**src/rtl/regfile_multiport_if.sv**
```systemverilog
// Bus bundle for regfile_multiport: read addresses/data, the write port,
// the clear request and the busy/wr_drop status flags.
interface regfile_multiport_if #(
    parameter int WIDTH = 32,
    parameter int AW    = 5,
    parameter int NREAD = 2
);
    logic [NREAD*AW-1:0]    raddr;
    logic [NREAD*WIDTH-1:0] rdata;
    logic                   wen;
    logic [AW-1:0]          waddr;
    logic [WIDTH-1:0]       wdata;
    logic                   clear;
    logic                   busy;
    logic                   wr_drop;

    modport master (
        output raddr, wen, waddr, wdata, clear,
        input  rdata, busy, wr_drop
    );

    modport slave (
        input  raddr, wen, waddr, wdata, clear,
        output rdata, busy, wr_drop
    );
endinterface

```
**src/rtl/regfile_multiport.sv**
```systemverilog
// Multi-port register file: one write port, NREAD registered read ports with
// write bypass, optional hardwired-zero entry 0 and a one-entry-per-cycle clear sweep.
module regfile_multiport #(
    parameter int WIDTH    = 32,
    parameter int DEPTH    = 32,
    parameter int NREAD    = 2,
    parameter int ZERO_REG = 1
) (
    input  logic clock,
    input  logic reset,
    regfile_multiport_if.slave bus
);
    localparam int AW = (DEPTH > 1) ? $clog2(DEPTH) : 1;
    localparam logic [AW-1:0] LAST_IDX = AW'(DEPTH - 1);

    typedef enum logic {
        IDLE,
        CLEAR
    } state_t;

    state_t                 state, state_next;
    logic [AW-1:0]          idx, idx_next;
    logic [WIDTH-1:0]       mem [DEPTH];
    logic                   wr_acc;
    logic                   sweep_we;
    logic [NREAD*WIDTH-1:0] rdata_next;
    logic [NREAD*WIDTH-1:0] rdata_p1;
    logic                   wr_drop_p1;

    // Writes are only taken while idle; entry 0 is read-only when hardwired to zero.
    assign wr_acc   = bus.wen && (state == IDLE) &&
                      !((ZERO_REG != 0) && (bus.waddr == '0));
    assign sweep_we = (state == CLEAR);

    always_comb begin
        state_next = state;
        idx_next   = idx;
        case (state)
            IDLE: begin
                if (bus.clear) begin
                    state_next = CLEAR;
                    idx_next   = '0;
                end
            end
            CLEAR: begin
                if (idx == LAST_IDX) begin
                    state_next = IDLE;
                    idx_next   = '0;
                end else begin
                    idx_next = idx + AW'(1);
                end
            end
            default: begin
                state_next = IDLE;
                idx_next   = '0;
            end
        endcase
    end

    always_comb begin
        logic [AW-1:0]    ra;
        logic [WIDTH-1:0] rd;
        rdata_next = '0;
        ra         = '0;
        rd         = '0;
        for (int k = 0; k < NREAD; k++) begin
            ra = bus.raddr[k*AW +: AW];
            if ((ZERO_REG != 0) && (ra == '0)) begin
                rd = '0;
            end else if (wr_acc && (bus.waddr == ra)) begin
                rd = bus.wdata;
            end else if (sweep_we && (idx == ra)) begin
                rd = '0;
            end else begin
                rd = mem[ra];
            end
            rdata_next[k*WIDTH +: WIDTH] = rd;
        end
    end

    // Stage p1: storage update, registered read data and drop flag
    always_ff @(posedge clock) begin
        if (!reset) begin
            state      <= IDLE;
            idx        <= '0;
            rdata_p1   <= '0;
            wr_drop_p1 <= 1'b0;
            for (int i = 0; i < DEPTH; i++) begin
                mem[i] <= '0;
            end
        end else begin
            state      <= state_next;
            idx        <= idx_next;
            rdata_p1   <= rdata_next;
            wr_drop_p1 <= bus.wen && (state == CLEAR);
            if (wr_acc) begin
                mem[bus.waddr] <= bus.wdata;
            end
            if (sweep_we) begin
                mem[idx] <= '0;
            end
        end
    end

    assign bus.rdata   = rdata_p1;
    assign bus.busy    = (state == CLEAR);
    assign bus.wr_drop = wr_drop_p1;
endmodule
```
**src/flat_wrapper.sv**
```systemverilog
// flat-port wrapper written by rule: the top's interface ports become plain ports
module regfile_multiport_flat 
#(
    parameter int WIDTH    = 32,
    parameter int DEPTH    = 32,
    parameter int NREAD    = 2,
    parameter int ZERO_REG = 1
)
  (clock, reset, bus_raddr, bus_wen, bus_waddr, bus_wdata, bus_clear, bus_rdata, bus_busy, bus_wr_drop);
  regfile_multiport_if #(.WIDTH(WIDTH), .NREAD(NREAD)) bus_i ();
  input  logic clock;
  input  logic reset;
  input wire logic [$bits(bus_i.raddr)-1:0] bus_raddr;
  input wire logic [$bits(bus_i.wen)-1:0] bus_wen;
  input wire logic [$bits(bus_i.waddr)-1:0] bus_waddr;
  input wire logic [$bits(bus_i.wdata)-1:0] bus_wdata;
  input wire logic [$bits(bus_i.clear)-1:0] bus_clear;
  output wire logic [$bits(bus_i.rdata)-1:0] bus_rdata;
  output wire logic [$bits(bus_i.busy)-1:0] bus_busy;
  output wire logic [$bits(bus_i.wr_drop)-1:0] bus_wr_drop;
  assign bus_i.raddr = bus_raddr;
  assign bus_i.wen = bus_wen;
  assign bus_i.waddr = bus_waddr;
  assign bus_i.wdata = bus_wdata;
  assign bus_i.clear = bus_clear;
  assign bus_rdata = bus_i.rdata;
  assign bus_busy = bus_i.busy;
  assign bus_wr_drop = bus_i.wr_drop;
  regfile_multiport #(.WIDTH(WIDTH), .DEPTH(DEPTH), .NREAD(NREAD), .ZERO_REG(ZERO_REG)) u_core (.clock(clock), .reset(reset), .bus(bus_i));
endmodule
```
**config.mk**
```make
export PLATFORM = sky130hd
export DESIGN_NAME = regfile_multiport_flat
export DESIGN_NICKNAME = d
export VERILOG_FILES = /design/src/rtl/regfile_multiport_if.sv /design/src/rtl/regfile_multiport.sv /design/src/flat_wrapper.sv
export SDC_FILE = /design/constraint.sdc
export NUM_CORES = 2
export LEC_CHECK = 0
export ABC_AREA = 1
export BUFFER_PORTS_ARGS = -buffer_cell sky130_fd_sc_hd__buf_2
export CAP_MARGIN = 20
export CORE_ASPECT_RATIO = 1.25
export CORE_MARGIN = 8
export CORE_UTILIZATION = 40
export DETAILED_ROUTE_END_ITERATION = 12
export HOLD_SLACK_MARGIN = 0.12
export MAX_ROUTING_LAYER = met4
export PLACE_DENSITY_LB_ADDON = 0.3
export SYNTH_ARGS = -nofsm -noshare
export SYNTH_HDL_FRONTEND = slang
export SYNTH_SLANG_ARGS = --single-unit
```
**constraint.sdc**
```tcl
create_clock -name clock -period 3 [get_ports clock]
set_input_delay 0.3 -clock clock [delete_from_list [all_inputs] [get_ports clock]]
set_output_delay 0.3 -clock clock [all_outputs]
set_load 0.01 [all_outputs]
```
==> impl_metrics.env <==
export IMPL_yosys_register_bits=1095
export IMPL_cap_viol_max_count=0
export IMPL_hold_violations=0
export IMPL_cts_tree="done"
export IMPL_fp_row_count=162
export IMPL_finalSetupViolations=0
export IMPL_max_freq_mhz=366.0
export IMPL_dp_hpwl_um=156800
export IMPL_seq_area_frac_synth_pct=51.41
export IMPL_clk_pin_slew_worst_paths_ps=60
export IMPL_drt_wl_total_um=253700
export IMPL_gp_congestion=0.9822
export IMPL_tns_ps=0
export IMPL_arrival_ps=3180
export IMPL_hp_class="in2reg"
export IMPL_slew_headroom_pct=44.44
export IMPL_leakage_nw=32.94
export IMPL_route_detailed_drc=0
export IMPL_die_w_um=369.8
export IMPL_critPathLaunchType="flip-flop"
export IMPL_cts_root_buf="clkbuf_16"
export IMPL_worst_slew_pin_slew_ps=833.4
export IMPL_rsz0062_at_grt="false"
export IMPL_synth_edff_count=1024
export IMPL_htree_levels=3
export IMPL_total_power_mw=38.72
export IMPL_ant_nets=0
export IMPL_numClockSinks=1095
export IMPL_critPathCaptureType="flip-flop"
export IMPL_die_area_um2=169400
export IMPL_fp_dieH_um=458.2
export IMPL_antenna_found_initial=9
export IMPL_overflow=0
export IMPL_wl_per_cell_um=24.21
export IMPL_status="finished, final reports clean"
export IMPL_cts_buffers=117
export IMPL_cts_resized=0
export IMPL_firstDrtPassIters=10
export IMPL_insertion_delay_ps=760
export IMPL_post_cts_setup_buffers=0
export IMPL_period_needed_ps=2732
export IMPL_nets=8375
export IMPL_drive_gt1_share_pct=8.762
export IMPL_async_reset_ff_share_pct=0
export IMPL_crit_type="reg2reg"
export IMPL_slew_viol_final=0
export IMPL_areaGrowthSynthToFinish_pct=13.44
export IMPL_cts_buffer_depth=3
export IMPL_netlist_area_um2=62570
export IMPL_portBuffers=116
export IMPL_io_pins=117
export IMPL_worstPathMaxFanout=14
export IMPL_grt_pass1_vias=55950
export IMPL_grt_first_pass_wirelength_um=365400
export IMPL_drtIter0Drc=9104
export IMPL_vias=59760
export IMPL_fin_skew_ps=40.65
export IMPL_grt_max_degree=110
export IMPL_start_util_pct=40.19
export IMPL_synthesis_instances=8335
export IMPL_grt_usage_pct=29.52
export IMPL_avgSynthCellArea_um2=7.507
export IMPL_vdd_drop_max_uv=498.8
export IMPL_synthFlopType="edfxtp_1"
export IMPL_fin_crit_sh_pct=91.07
export IMPL_yosysWarnings=0
export IMPL_viasPerCell=5.702
export IMPL_pwr_density_cell_nw_per_um2=545.5
export IMPL_synth_cell_type_count=32
export IMPL_cp_required_ps=3440
export IMPL_core_area_um2=155700
-- cells in the mapped netlist, drive strengths merged, types with 2 or more instances --
| cell type | n | share of area, % |
|---|---|---|
| a21oi | 38 | 0.30 |
| a32o | 2 | 0.032 |
| buf | 154 | 2.1 |
| clkbuf | 483 | 2.9 |
| clkinv | 6 | 0.036 |
| dfxtp | 71 | 2.3 |
| edfxtp | 1024 | 49 |
| ha | 2 | 0.040 |
| inv | 1084 | 6.5 |
| nand2 | 2511 | 15 |
| nand3 | 1620 | 13 |
| nand4 | 6 | 0.060 |
| nor2 | 1206 | 7.2 |
| nor3 | 6 | 0.12 |
| o211ai | 48 | 0.58 |
| o21ai | 65 | 0.52 |
| o41ai | 2 | 0.028 |
| or2 | 2 | 0.020 |
-- area by class of cell --
class / instances / area [µm²]
well taps: 2050 / 2565
clock buffers: 153 / 3398
clock inverters: 67 / 554.3
diodes: 8 / 20.02
fillers: 15170 / 84690
multi-input cells: 5544 / 23480
flip-flops and latches: 1095 / 32170
inverters: 1090 / 4131
repair buffers: 474 / 4659
-- routing by layer --
metal,GRT usage (%),vias to the layer above,wire (µm)
met4,16.78,0,15650
met5,-,-,0
met1,36.98,27990,93470
met3,7.002,953,33690
li1,-,26310,-
met2,43.79,4515,110900
-- cell families (layout without fill, tap and decap cells) --
family,Yosys count,in the layout,synth area share (%)
AO/OA/AOI/OAI,157,157,1.486
XOR/XNOR,1,1,0.01400
adder cells (fa/ha/maj),2,2,0.03999
buffers and inverters,1727,1784,11.54
flip-flops,1095,1095,51.41
other,1,40,0.005993
AND/OR/NAND/NOR,5352,5352,35.50
-- through the flow --
step	setup slack (ps)	cell area [µm²]	cells	hold slack, ps	utilization, %
detailed placement	243.3	66860	10240	506.3	42.95
CTS	396.2	70960	10470	124.9	45.58
floorplan	157.4	62690	8366	439.4	-
global placement	264.1	66860	10240	489.7	42.95
finish	267.8	70980	10480	181.8	45.60
global route	235.8	70980	10480	170.3	45.60
-- sequential cells by signal, summed over array words and instances (netlist names) --
register and count:
u_core.bus.wr_drop 1, u_core.bus.busy 1, u_core.mem 1024, u_core.idx 5, u_core.bus.rdata 64
-- layout by cell type, fill, tap and decap left out, drive strengths merged, types with 2 or more instances in the layout --
master,netlist,routed
clkinv,6,51
o41ai,2,2
clkbuf,483,153
o211ai,48,48
nor3,6,6
nand2,2511,2511
dfxtp,71,71
nand3,1620,1620
conb,1,32
ha,2,2
diode,0,8
dlygate4sd3,0,15
nand4,6,6
inv,1084,1092
bufinv,0,7
buf,154,459
or2,2,2
clkinvlp,0,7
o21ai,65,65
a21oi,38,38
edfxtp,1024,1024
nor2,1206,1206
a32o,2,2
-- what timing repair did --
item                                   in CTS  in global routing
hold buffers                               15                  0
endpoints found under the hold margin      76                  0
setup endpoints to repair                   0                  0
-- worst max-delay path, cell delays in order (launching register included) --
cell and delay [ps]:
dfxtp_1 420, buf_4 190, nand3_1 150, nand2_1 290
inv_1 230, nor2_1 450, nand2_2 120, nand2_2 320
buf_12 240
-- path summary, 6_finish.rpt --
path | to | depth (start not counted) | start | slack [ps]
setup / recovery | u_core.mem[7][4]$_SDFFCE_PN0P_ | 8 | u_core.bus.busy$_SDFF_PN0_ | 270
hold reg to reg | u_core.idx[2]$_SDFFE_PN0P_ | 2 | u_core.idx[2]$_SDFFE_PN0P_ | 540
setup reg to reg | u_core.mem[7][4]$_SDFFCE_PN0P_ | 8 | u_core.bus.busy$_SDFF_PN0_ | 270
hold / removal | u_core.mem[3][21]$_SDFFCE_PN0P_ | 4 | bus_wdata[21] | 180
-- power by group --
group          leakage (nW)  switching (mW)  internal, mW
combinational          19.9            4.38          1.63
sequential             11.1           0.231          17.3
clock                  1.95            6.56          8.57
total                  32.9            11.2          27.5
No activity file was read; power rests on OpenSTA's default activity.
